===== src/rtl/aes_pkg.sv =====
// aes_pkg: shared AES constants, byte-serial FSM state encoding and ShiftRows position helper
package aes_pkg;
  localparam int AES_NB_BYTES = 16;
  typedef enum logic {COLLECT, HOLD} sr_state_e;
  // Byte k (row r = k[1:0], column c = k[3:2]) moves to column c -/+ r, with 2-bit wrap
  function automatic logic [3:0] sr_pos(input logic [3:0] k, input logic inv);
    logic [1:0] r;
    logic [1:0] c;
    r = k[1:0];
    c = inv ? k[3:2] + r : k[3:2] - r;
    return {c, r};
  endfunction
endpackage


===== src/rtl/aes_shift_rows_ser.sv =====
// aes_shift_rows_ser: byte-serial forward/inverse ShiftRows into a 128-bit block with valid/ready on both sides
module aes_shift_rows_ser
  import aes_pkg::*;
(
  input  logic         i_Clk,
  input  logic         i_Rst,
  input  logic         i_Clear,
  input  logic         i_Byte_Valid,
  input  logic [7:0]   i_Byte,
  input  logic         i_Inv,
  output logic         o_Byte_Ready,
  output logic [127:0] o_Dout,
  output logic         o_Dout_Valid,
  input  logic         i_Dout_Ready
);
  sr_state_e   state_q;
  logic [3:0]  cnt_q;
  logic        mode_q;
  logic [7:0]  mem_q [AES_NB_BYTES];
  logic        acc;
  logic [15:0] we_d;
  assign o_Byte_Ready = state_q == COLLECT;
  assign o_Dout_Valid = state_q == HOLD;
  assign acc = i_Byte_Valid & o_Byte_Ready;
  // Byte 0 sits in row 0 so its position is mode-independent; i_Inv is used live only then
  assign we_d = acc ? 16'(1) << sr_pos(cnt_q, cnt_q == 4'd0 ? i_Inv : mode_q) : 16'd0;
  for (genvar j = 0; j < AES_NB_BYTES; j++) begin : g_out
    assign o_Dout[127-8*j -: 8] = mem_q[j];
  end
  always_ff @(posedge i_Clk or posedge i_Rst) begin
    if (i_Rst) begin
      state_q <= COLLECT;
      cnt_q <= 4'd0;
      mode_q <= 1'b0;
      for (int i = 0; i < AES_NB_BYTES; i++) mem_q[i] <= 8'h00;
    end else if (i_Clear) begin
      state_q <= COLLECT;
      cnt_q <= 4'd0;
    end else begin
      for (int i = 0; i < AES_NB_BYTES; i++) if (we_d[i]) mem_q[i] <= i_Byte;
      if (acc) begin
        cnt_q <= cnt_q + 4'd1;
        if (cnt_q == 4'd0) mode_q <= i_Inv;
        if (cnt_q == 4'(AES_NB_BYTES - 1)) state_q <= HOLD;
      end else if (state_q == HOLD && i_Dout_Ready) begin
        state_q <= COLLECT;
      end
    end
  end
endmodule


===== config.mk =====
export PLATFORM = sky130hd
export DESIGN_NAME = aes_shift_rows_ser
export DESIGN_NICKNAME = d
export VERILOG_FILES = /design/src/rtl/aes_pkg.sv /design/src/rtl/aes_shift_rows_ser.sv
export SDC_FILE = /design/constraint.sdc
export NUM_CORES = 1
export LEC_CHECK = 0
export CAP_MARGIN = 20
export CORE_MARGIN = 8
export CORE_UTILIZATION = 48
export DETAILED_ROUTE_END_ITERATION = 8
export PLACE_DENSITY_LB_ADDON = 0.15
export SLEW_MARGIN = 10
export SYNTH_ARGS = -nofsm -noshare
export SYNTH_HDL_FRONTEND = slang
export SYNTH_SLANG_ARGS = --single-unit

===== constraint.sdc =====
create_clock -name i_Clk -period 6.72 [get_ports i_Clk]
set_clock_uncertainty 0.2 [all_clocks]
set_input_delay 1.344 -clock i_Clk [delete_from_list [all_inputs] [get_ports i_Clk]]
set_output_delay 1.344 -clock i_Clk [all_outputs]
set_load 0.1 [all_outputs]

==> Word-level counts from Yosys, hierarchy flattened <==
Index checks and enable logic that the tools add are counted.
{ "op_classes": {"eq_ne": 2, "n_shift": 1, "n_addsub": 3, "n_bitwise": 3, "n_reduce_logical": 22, "n_mux": 9} }
{ "op_table": {"columns": ["op", "count"], "rows": [
  ["$reduce_and A2 Y1", 18],
  ["$mux W16", 1],
  ["$shl A1 B4 Y16 const A", 1],
  ["$mux W4", 2],
  ["$mux W1", 5],
  ["$add A4 B1 Y4 const B", 1],
  ["$eq A4 B4 Y1 const B", 1],
  ["$logic_not A4 Y1", 1],
  ["$ne A3 B2 Y1 const B", 1],
  ["$reduce_bool A3 Y1", 1],
  ["$add A2 B2 Y2", 1],
  ["$mux W2", 1],
  ["$not A1 Y1", 2],
  ["$reduce_bool A2 Y1", 1],
  ["$sub A2 B2 Y2", 1],
  ["$and A1 B1 Y1", 1],
  ["$logic_and A1 B1 Y1", 1]
]} }
{ "word_totals": {"out_inout_bits": 130, "regBits": 134, "in_bits": 14} }

==> Depth between registers and ports, before layout <==
Gate-level depths: netlist of the first run.
{ "depth": {"word_depth": 6, "mapped_depth": 7} }

==> Worst setup path before layout of the first run <==
Ideal clock, no wire load.
{ "synth_timing": {"path_kind": "input-to-reg", "startpoint": "input port i_Inv", "endpoint": "register mem_q, in the netlist o_Dout[64]", "setup_slack_ns": 3.462, "path_stages": 5, "setup_ns": 0.126, "n_path_buf": 1, "arrival_ns": 2.932, "t_required_ns": 6.394, "cell_sequence": "mux2i_1 mux2_2 buf_4 mux2i_1 mux2_2"} }
{ "synth_via": {"elab_chain_len": 5} }
{ "synth_lines": {"columns": ["item", "line", "rtl"], "rows": [
  ["start: declaration", "aes_shift_rows_ser.sv:10", "input logic i_Inv,"],
  ["$mux W1", null, null],
  ["$mux W2", "aes_pkg.sv:10", "c = inv ? k[3:2] + r : k[3:2] - r;"],
  ["$shl A1 B4 Y16", "aes_shift_rows_ser.sv:26", "assign we_d = acc ? 16'(1) << sr_pos(cnt_q, cnt_q == 4'd0 ? i_Inv : mode_q) : 16'd0;"],
  ["$mux W16", "aes_shift_rows_ser.sv:26", null],
  ["$reduce_and A2 Y1 (no line)", null, null],
  ["end: declaration", "aes_shift_rows_ser.sv:19", "logic [7:0] mem_q [AES_NB_BYTES];"]
]} }
Every way passes these cells.
A chain may end at the register's enable or synchronous reset.

==> Worst setup path after layout of the first run <==
{ "layout_timing": {"startpoint": "input port i_Byte_Valid", "endpoint": "register mem_q, in the netlist o_Dout[34]"} }
{ "layout_via": {"elab_chain_len": 3} }
{ "layout_lines": {"columns": ["item", "line", "rtl"], "rows": [
  ["start: declaration", "aes_shift_rows_ser.sv:8", "input logic i_Byte_Valid,"],
  ["$and A1 B1 Y1", "aes_shift_rows_ser.sv:24", "assign acc = i_Byte_Valid & o_Byte_Ready;"],
  ["$mux W16", "aes_shift_rows_ser.sv:26", null],
  ["$reduce_and A2 Y1 (no line)", null, null]
]} }
Every way passes these cells.

==> qor.txt, run 1 <==
Antenna-violating nets left = 0
Mapped Nets = 363
Yosys cell types = 22
Diodes inserted = 0
Layout cell share with drive strength beyond 1 = 0.295
GPL Wtd Cong = 0.843
Max Cap Violations = 0
CTS root buffer = clkbuf_16
Synth Warn # = 0
Hold crit path type = reg -> reg
Cell taking the most area after synthesis = dfrtp_1
Design Area, Final = 7650 sq um
Die width = 122 microns
Fmax = 0.256 GHz
Worst-path clk slew = 0.06 ns
Bufs and invs on worst path = 1
Tmin final = 3.91 ns
Worst rel slew slack = 0.293
Final period util = 0.582
Sequential area share after synthesis = 0.616
Cts hold-fix bufs = 0
Total routed wirelength = 14.2 mm
Worst Path Max Fanout = 13
Later-pin clock latency in the skew report = 0.40 ns
Worst Setup Start Kind = input port
WL/cell = 21.8 microns
Clock Path Buffers = 2
DRC viols = 0
Slowest CP cell = nor2b_1
Register bit total from synthesis = 134
Status = finished, final reports clean
CTS buffer count = 17
Nets = 514
Post-Syn Area = 5440 sq um
Gr usage total = 0.195
Syn avg cell area = 15.8 sq um
Initial antenna violation count = 0
Final Hold Viols = 0
Dpl cells = 619
Vias per Instance = 5.28
DP HPWL = 9.65 mm
Starting DRT DRC Count = 120
Worst Tran Pin Value = 1.06 ns
Clock sinks = 134
Fin cells = 651
RSZ-0062 raised after global routing = no
Crit path capture type = flip-flop
Number of global-route vias before repair = 3817
Largest cells by area after synthesis = dfrtp_1, mux2_2, mux2_1
First-pass DRT Iterations = 4
Setup Buffers After CTS = 0
Finished Core Util = 0.682
Global-route wire length before repair = 22.1 mm
GRT overflow = 0
Port bufs = 143
Row count = 39
Initial Util = 0.485
H-tree depth = 4
CP cell instances = clkdlybuf4s50_1 > nor2b_1 > nand4_1 > mux2i_2 > mux2_2
IO Pins = 144
Setup violations, final = 0
Core area = 11200 sq um
Sum of negative setup slack = 0 ns
WP data required = 6.80 ns
Category of the most critical setup path = in -> reg
DP Area = 7010 sq um
CP max stage delay = 0.71 ns
TritonCTS clock tree = yes
Worst Path Arrival = 3.99 ns
Post_cts resized = 0
Die H = 122 microns
Synth-to-Final Area Change = 40.6%
Slew Limit Fails = 0
Largest net degree at the start of global routing = 77
Die ar. = 15000 sq um
Syn Inst Count = 344
Crit-path leading delay family = multiplexers
Area share of the largest cell type after synthesis = 0.616
Vias = 3440
## cell type report
type,instances,area (sq um)
sequential,134,3350
clock buffer,21,470
timing repair buffer,144,1440
tap,143,179
inverter,4,17.5
clock inverter,11,170
fill,813,3570
multi-input combinational,194,2030
## state kept, by name, summed over array words and instances, names as in the netlist
| register | count |
|---|---|
| o_Dout | 128 |
| o_Dout_Valid | 1 |
| mode_q | 1 |
| cnt_q | 4 |
## routing by layer
| metal | up-vias | wire (microns) | track usage |
|---|---|---|---|
| met3 | 12 | 1090 | 0.0764 |
| met2 | 84 | 7140 | 0.334 |
| met1 | 1803 | 5860 | 0.224 |
| met5 | - | 0 | 0 |
| met4 | 0 | 118 | 0.0503 |
| li1 | 1541 | - | - |
## placed cells by master (no fill, tap or decap)
master and instances:
xnor2_1 2, buf_4 1, nor3b_2 1, mux2i_1 6, inv_6 2, nor3_1 8, mux2_1 28, clkbuf_1 1
mux2i_2 12, dfrtp_1 134, inv_1 3, xor2_1 3, a21oi_1 1, nor2_1 7, clkbuf_16 17, inv_4 1
nand3b_1 5, ha_1 5, nand4_1 10, bufinv_16 4, clkdlybuf4s50_1 143, nor2b_1 1, nand2b_1 1, mux2_2 103
clkbuf_8 3, clkinv_2 2, clkinvlp_4 3, mux2i_4 1
## synthesized netlist by cell type
library cell	n
inv_1	4
xnor2_1	2
dfrtp_1	134
nor2b_1	1
buf_4	1
mux2i_1	6
nand2b_1	1
mux2_2	103
a21oi_1	1
buf_2	1
nor3_1	8
mux2i_4	1
ha_1	5
clkbuf_1	9
nor2_1	7
xor2_1	3
nand4_1	10
nand3b_1	5
mux2_1	28
nor3b_2	1
buf_1	1
mux2i_2	12
## metrics by stage
step	hold slack [ns]	setup WS [ns]
after global routing	0.311	2.68
after global placement	0.266	2.52
after floorplan	0.302	1.59
after CTS	0.292	2.87
after detailed placement	0.280	2.45
final	0.291	2.81
## kinds of logic after synthesis
group                    Yosys count  share of synthesized area
multiplexers                     150                      0.316
AO/OA/AOI/OAI                      1                   0.000918
buffers and inverters             16                     0.0119
AND/OR/NAND/NOR                   33                     0.0352
XOR/XNOR                           5                    0.00805
flip-flops                       134                      0.616
adder cells (fa/ha/maj)            5                     0.0115
## path summary, 6_finish.rpt
kind	startpoint	to	slack, ns	cells past startpoint
max reg2reg	cnt_q[1]	o_Dout[34]	3.54	6
min reg2reg	o_Dout[52]	o_Dout[52]	0.29	1
max in group asynchronous	i_Rst	o_Dout[10]	3.72	3
min	o_Dout[52]	o_Dout[52]	0.29	1
max	i_Byte_Valid	o_Dout[34]	2.81	5
min in group asynchronous	i_Rst	o_Dout[41]	1.29	2
Power of run 1 is not shown: default switching activity piles up to over one toggle a cycle in this logic, so the estimate is an artifact.
==> run 2, diff against run 1 <==
- clock period: 6.72 -> 3.7 ns (I/O delays scaled with it)
==> run 2 against run 1 <==
- design area is 0.29% lower
- global-route usage is 0.11 points higher
- setup slack lost 2.3 ns
- non-clock buffer count grew 9
==> qor.txt, run 2 (same netlist as run 1, synthesis figures left out) <==
Top Usage Layer GRT = met2
Initial Util = 0.485
Port bufs = 143
Nets = 523
Largest net degree at the start of global routing = 135
CTS root buffer = clkbuf_16
DP HPWL = 9.55 mm
Diodes inserted = 0
Cts hold-fix bufs = 0
Register-to-Register Path Depth = 6
H-tree depth = 4
Later-pin clock latency in the skew report = 0.41 ns
WP data required = 3.79 ns
Layout cell share with drive strength beyond 1 = 0.368
Finished Core Util = 0.680
DRC viols = 0
Worst Setup Start Kind = flip-flop
Sum of negative setup slack = 0 ns
Clock sinks = 134
First-pass DRT Iterations = 4
Antenna-violating nets left = 0
Category of the most critical setup path = reg -> reg
Row count = 39
GRT overflow = 0
CP max stage delay = 0.69 ns
TritonCTS clock tree = yes
Vias per Instance = 5.26
Clock Path Buffers = 2
Tmin final = 3.15 ns
Slew Limit Fails = 0
Fmax = 0.317 GHz
Vias = 3465
Sequential cell area = 3350 sq um
Number of global-route vias before repair = 3828
Initial antenna violation count = 0
Die H = 122 microns
Max Cap Violations = 0
Status = finished, final reports clean
Number of stages on the worst setup path = 6
Final period util = 0.852
Worst Path Arrival = 3.24 ns
WL/cell = 21.1 microns
Worst rel slew slack = 0.316
Global Route met1 Usage = 0.231
Crit path to = o_Dout[25]
Setup violations, final = 0
Die width = 122 microns
Most frequent cells in the layout = dfrtp_1, clkdlybuf4s50_1, mux2_2
Hold crit path type = reg -> reg
Core area = 11200 sq um
Launch point of the critical path = cnt_q[1]
Worst Tran Pin Value = 1.02 ns
Final Hold Viols = 0
Met3 Use GR = 0.0837
GPL Wtd Cong = 0.785
Total routed wirelength = 13.9 mm
Reg2reg start = cnt_q[1]
CTS buffer count = 17
Worst-path clk slew = 0.06 ns
IO Pins = 144
Area of the multi-input gates = 2030 sq um
Crit-path leading delay family = multiplexers
Worst reg2reg setup slack = 0.55 ns
Synth-to-Final Area Change = 40.2%
Worst Path Max Fanout = 8
Reg-to-reg endpoint = o_Dout[25]
Met2 Usage GRT = 0.315
Fillers = 868
Bufs and invs on worst path = 1
Largest register FFs = 128
Starting DRT DRC Count = 189
RSZ-0062 raised after global routing = no
Crit path capture type = flip-flop
Post_cts resized = 0
Commonest non-fill, non-tap cell in the layout = dfrtp_1
Slowest CP cell = mux2i_2
Gr usage total = 0.196
Die ar. = 15000 sq um
Setup Buffers After CTS = 0
CP cell instances = inv_1 > ha_1 > nor3b_2 > mux2i_4 > mux2i_2 > mux2_2
Global-route wire length before repair = 22.0 mm
[run 2: cell count changes in the layout (fill, tap and decap cells not counted)]
cell             delta
inv_4               -1
buf_12              +1
clkinvlp_4          -2
bufinv_16           -1
buf_4              +40
clkinv_2            +2
clkbuf_8            +2
clkdlybuf4s50_1    -32
inv_6               -1
[run 2: cell type report]
class | count | share of cell area
clock buffers | 23 | 0.0652
clock inverters | 8 | 0.0156
inverters | 4 | 0.00246
multi-input cells | 194 | 0.265
flip-flops and latches | 134 | 0.439
well taps | 143 | 0.0234
repair buffers | 153 | 0.189
[run 2: how the worst min path moves through the flow]
stage                           from         end  slack [ns]  depth (start not counted)
after global routing      o_Dout[48]  o_Dout[48]        0.30                          1
after floorplan               mode_q      mode_q        0.30                          1
after CTS                 o_Dout[58]  o_Dout[58]        0.29                          1
after global placement    o_Dout[48]  o_Dout[48]        0.27                          1
final                     o_Dout[48]  o_Dout[48]        0.28                          1
after detailed placement  o_Dout[58]  o_Dout[58]        0.27                          1
[run 2: metrics by stage]
stage                     worst slack [ns]  hold slack, ns  cell area [sq um]  cells
after floorplan                      0.938           0.302               5450    344
after global placement               0.466           0.269               7020    628
final                                0.547           0.283               7630    659
after global routing                 0.321           0.300               7630    659
after detailed placement             0.406           0.274               7020    628
after CTS                            0.542           0.286               7630    659
[run 2: per-layer routing]
layer	share of wire	wire, microns
met2	0.49	6860
met5	0	0
met1	0.41	5670
met3	0.083	1160
met4	0.016	217
Power of run 2 is left out for the same reason.
==> run 3, diff against run 2 <==
- ABC_AREA: not set -> 1
- CORE_UTILIZATION: 48 -> 49
==> run 3 against run 2 <==
- register-to-register slack gained 0.28 ns
- cell count grew 39%
- sequential cell count is the same
- design area grew 1.6%
- core utilization shrank 0.37 points
==> qor.txt, run 3 <==
Status = finished, final reports clean
Fmax = 0.346 GHz
Max rail drop VDD = 793 uV
WP data required = 2.76 ns
Hold Path Depth = 2
Syn avg cell area = 9.03 sq um
Initial Util = 0.504
Final worst slack = 0.814 ns
Count leader, synth = nand2_1
Synth-to-Final Area Change = 34.1%
RSZ-0062 raised after global routing = no
DP Area = 7240 sq um
Worst reg2reg setup slack = 0.83 ns
Slew Limit Fails = 0
GRT overflow = 0
Yosys cell types = 26
CP max stage delay = 1.16 ns
Power density over the cells = 927 nW/um^2
Register bit total from synthesis = 134
Antenna-violating nets left = 0
Commonest non-fill, non-tap cell in the layout = nand2_1
Global-route wire length before repair = 27.1 mm
Mapped Nets = 659
Post-synth EDFFs = 0
Cts hold-fix bufs = 0
TritonCTS clock tree = yes
Hold Crit Start = o_Dout[118]
Category of the most critical setup path = reg -> out
Most frequent cells in the layout = nand2_1, dfrtp_1, clkdlybuf4s50_1
Core area = 11500 sq um
Ys flop type = dfrtp_1
Design Area, Final = 7760 sq um
CP cell instances = clkdlybuf4s50_1
Reg2reg start = cnt_q[1]
Clock Path Buffers = 2
WL/cell = 18.3 microns
Later-pin clock latency in the skew report = 0.40 ns
GPL Wtd Cong = 0.912
Worst Path Arrival = 1.95 ns
Area share of the largest cell type after synthesis = 0.580
Place WS = 0.530 ns
Total routed wirelength = 16.8 mm
Sum of negative setup slack = 0 ns
DP HPWL = 11.0 mm
Gr usage total = 0.215
Bufs and invs on worst path = 1
Worst Hold Path EP = o_Dout[118]
Worst rel slew slack = 0.324
Register-to-Register Path Depth = 10
Sequential area share after synthesis = 0.580
H-tree depth = 4
Setup Buffers After CTS = 0
Synth Warn # = 0
Port bufs = 143
Die width = 125 microns
Crit-path leading delay family = buffers and inverters
Reg-to-reg endpoint = o_Dout[33]
Largest register FFs = 128
Tmin final = 2.89 ns
Vias per Instance = 5.55
Row count = 39
Sequential cell area = 3350 sq um
Slowest CP cell = clkdlybuf4s50_1
Die H = 125 microns
Worst Setup Start Kind = flip-flop
Final period util = 0.780
Finished Core Util = 0.676
Max Cap Violations = 0
Worst Tran Pin Value = 1.01 ns
Hold crit path type = reg -> reg
CTS buffer count = 17
Crit path capture type = primary output
Largest cells by area after synthesis = dfrtp_1, nand2_1, nand4_1
Post_cts resized = 0
Leak = 3.94 nW
DRC viols = 0
Initial antenna violation count = 0
IO Pins = 144
Area of the multi-input gates = 2160 sq um
Starting DRT DRC Count = 533
Vias = 5103
First-pass DRT Iterations = 5
Nets = 787
WHS = 0.268 ns
Layout cell share with drive strength beyond 1 = 0.0992
Die ar. = 15500 sq um
Worst-path clk slew = 0.05 ns
Syn Inst Count = 640
Fillers = 937
CTS root buffer = clkbuf_16
Post-Syn Area = 5780 sq um
Share of flip-flops with an asynchronous set or reset = 1.00
Number of global-route vias before repair = 5011
Worst Path Max Fanout = 2
Final Hold Viols = 0
Cell taking the most area after synthesis = dfrtp_1
Synth top cells by count = nand2_1, dfrtp_1, nand3_1
Clock sinks = 134
Diodes inserted = 0
Largest net degree at the start of global routing = 73
Setup violations, final = 0
## run 3: cell types whose count changed after synthesis, sizes merged, moves of 3 or more
cell | previous run | this run
buf | 3 | 35
xor2 | 3 | 0
nor2 | 7 | 4
nand3 | 0 | 80
mux2i | 19 | 0
nand4 | 10 | 65
mux2 | 131 | 0
inv | 4 | 14
nand2 | 0 | 275
o21ai | 0 | 4
nand3b | 5 | 0
## run 3: layer usage
layer,track usage,routed length [microns],vias up
met5,0,0,-
li1,-,-,2380
met2,0.357,8380,213
met1,0.266,6890,2487
met3,0.0617,1260,23
met4,0.0680,269,0
## run 3: layout make-up
class,instances,share of cell area
repair buffers,155,0.193
flip-flops and latches,134,0.432
inverters,14,0.00726
clock inverters,4,0.00323
clock buffers,23,0.0629
well taps,143,0.0231
multi-input cells,446,0.278
## run 3: worst max path at each step
| stage | end | slack [ns] | from | cells after the start |
|---|---|---|---|---|
| after floorplan | o_Dout[40] | 0.95 | o_Dout_Valid | 6 |
| after detailed placement | o_Dout[5] | 0.53 | i_Inv | 9 |
| final | o_Dout[26] | 0.81 | o_Dout[26] | 1 |
| after CTS | o_Dout[26] | 0.81 | o_Dout[26] | 1 |
| after global placement | o_Dout[17] | 0.61 | i_Clear | 7 |
| after global routing | o_Dout[6] | 0.62 | cnt_q[1] | 10 |
## run 3: cell families after synthesis
kind of cell               synth area share
adders and majority gates            0.0108
AOI/OAI and AO/OA                   0.00779
buffers and inverters                0.0472
xor gates and xnor gates            0.00152
DFF                                   0.580
and+or+nand+nor                       0.353
## run 3: worst register-to-register path, stage by stage, from the launching register on
cell	delay (ns)
dfrtp_1	0.43
inv_1	0.17
ha_1	0.25
nand2_1	0.09
nand2_1	0.11
nand3_1	0.13
nand3_4	0.12
buf_4	0.55
nand3_1	0.47
nand2_1	0.18
nand2_1	0.07
## run 3: metrics by stage
stage          instances  power, mW
2_1_floorplan        640       4.86
3_3_place_gp         892       5.72
3_5_place_dp         892       5.76
4_1_cts              919       7.23
5_1_grt              919       7.43
6_report             919       7.19
## run 3: where the power goes
part / internal [mW] / switching (mW)
sequential: 1.80 / 0.212
clock: 0.905 / 0.562
combinational: 0.702 / 3.01
total: 3.41 / 3.78
Note: power is estimated with default switching activity, not from simulation.
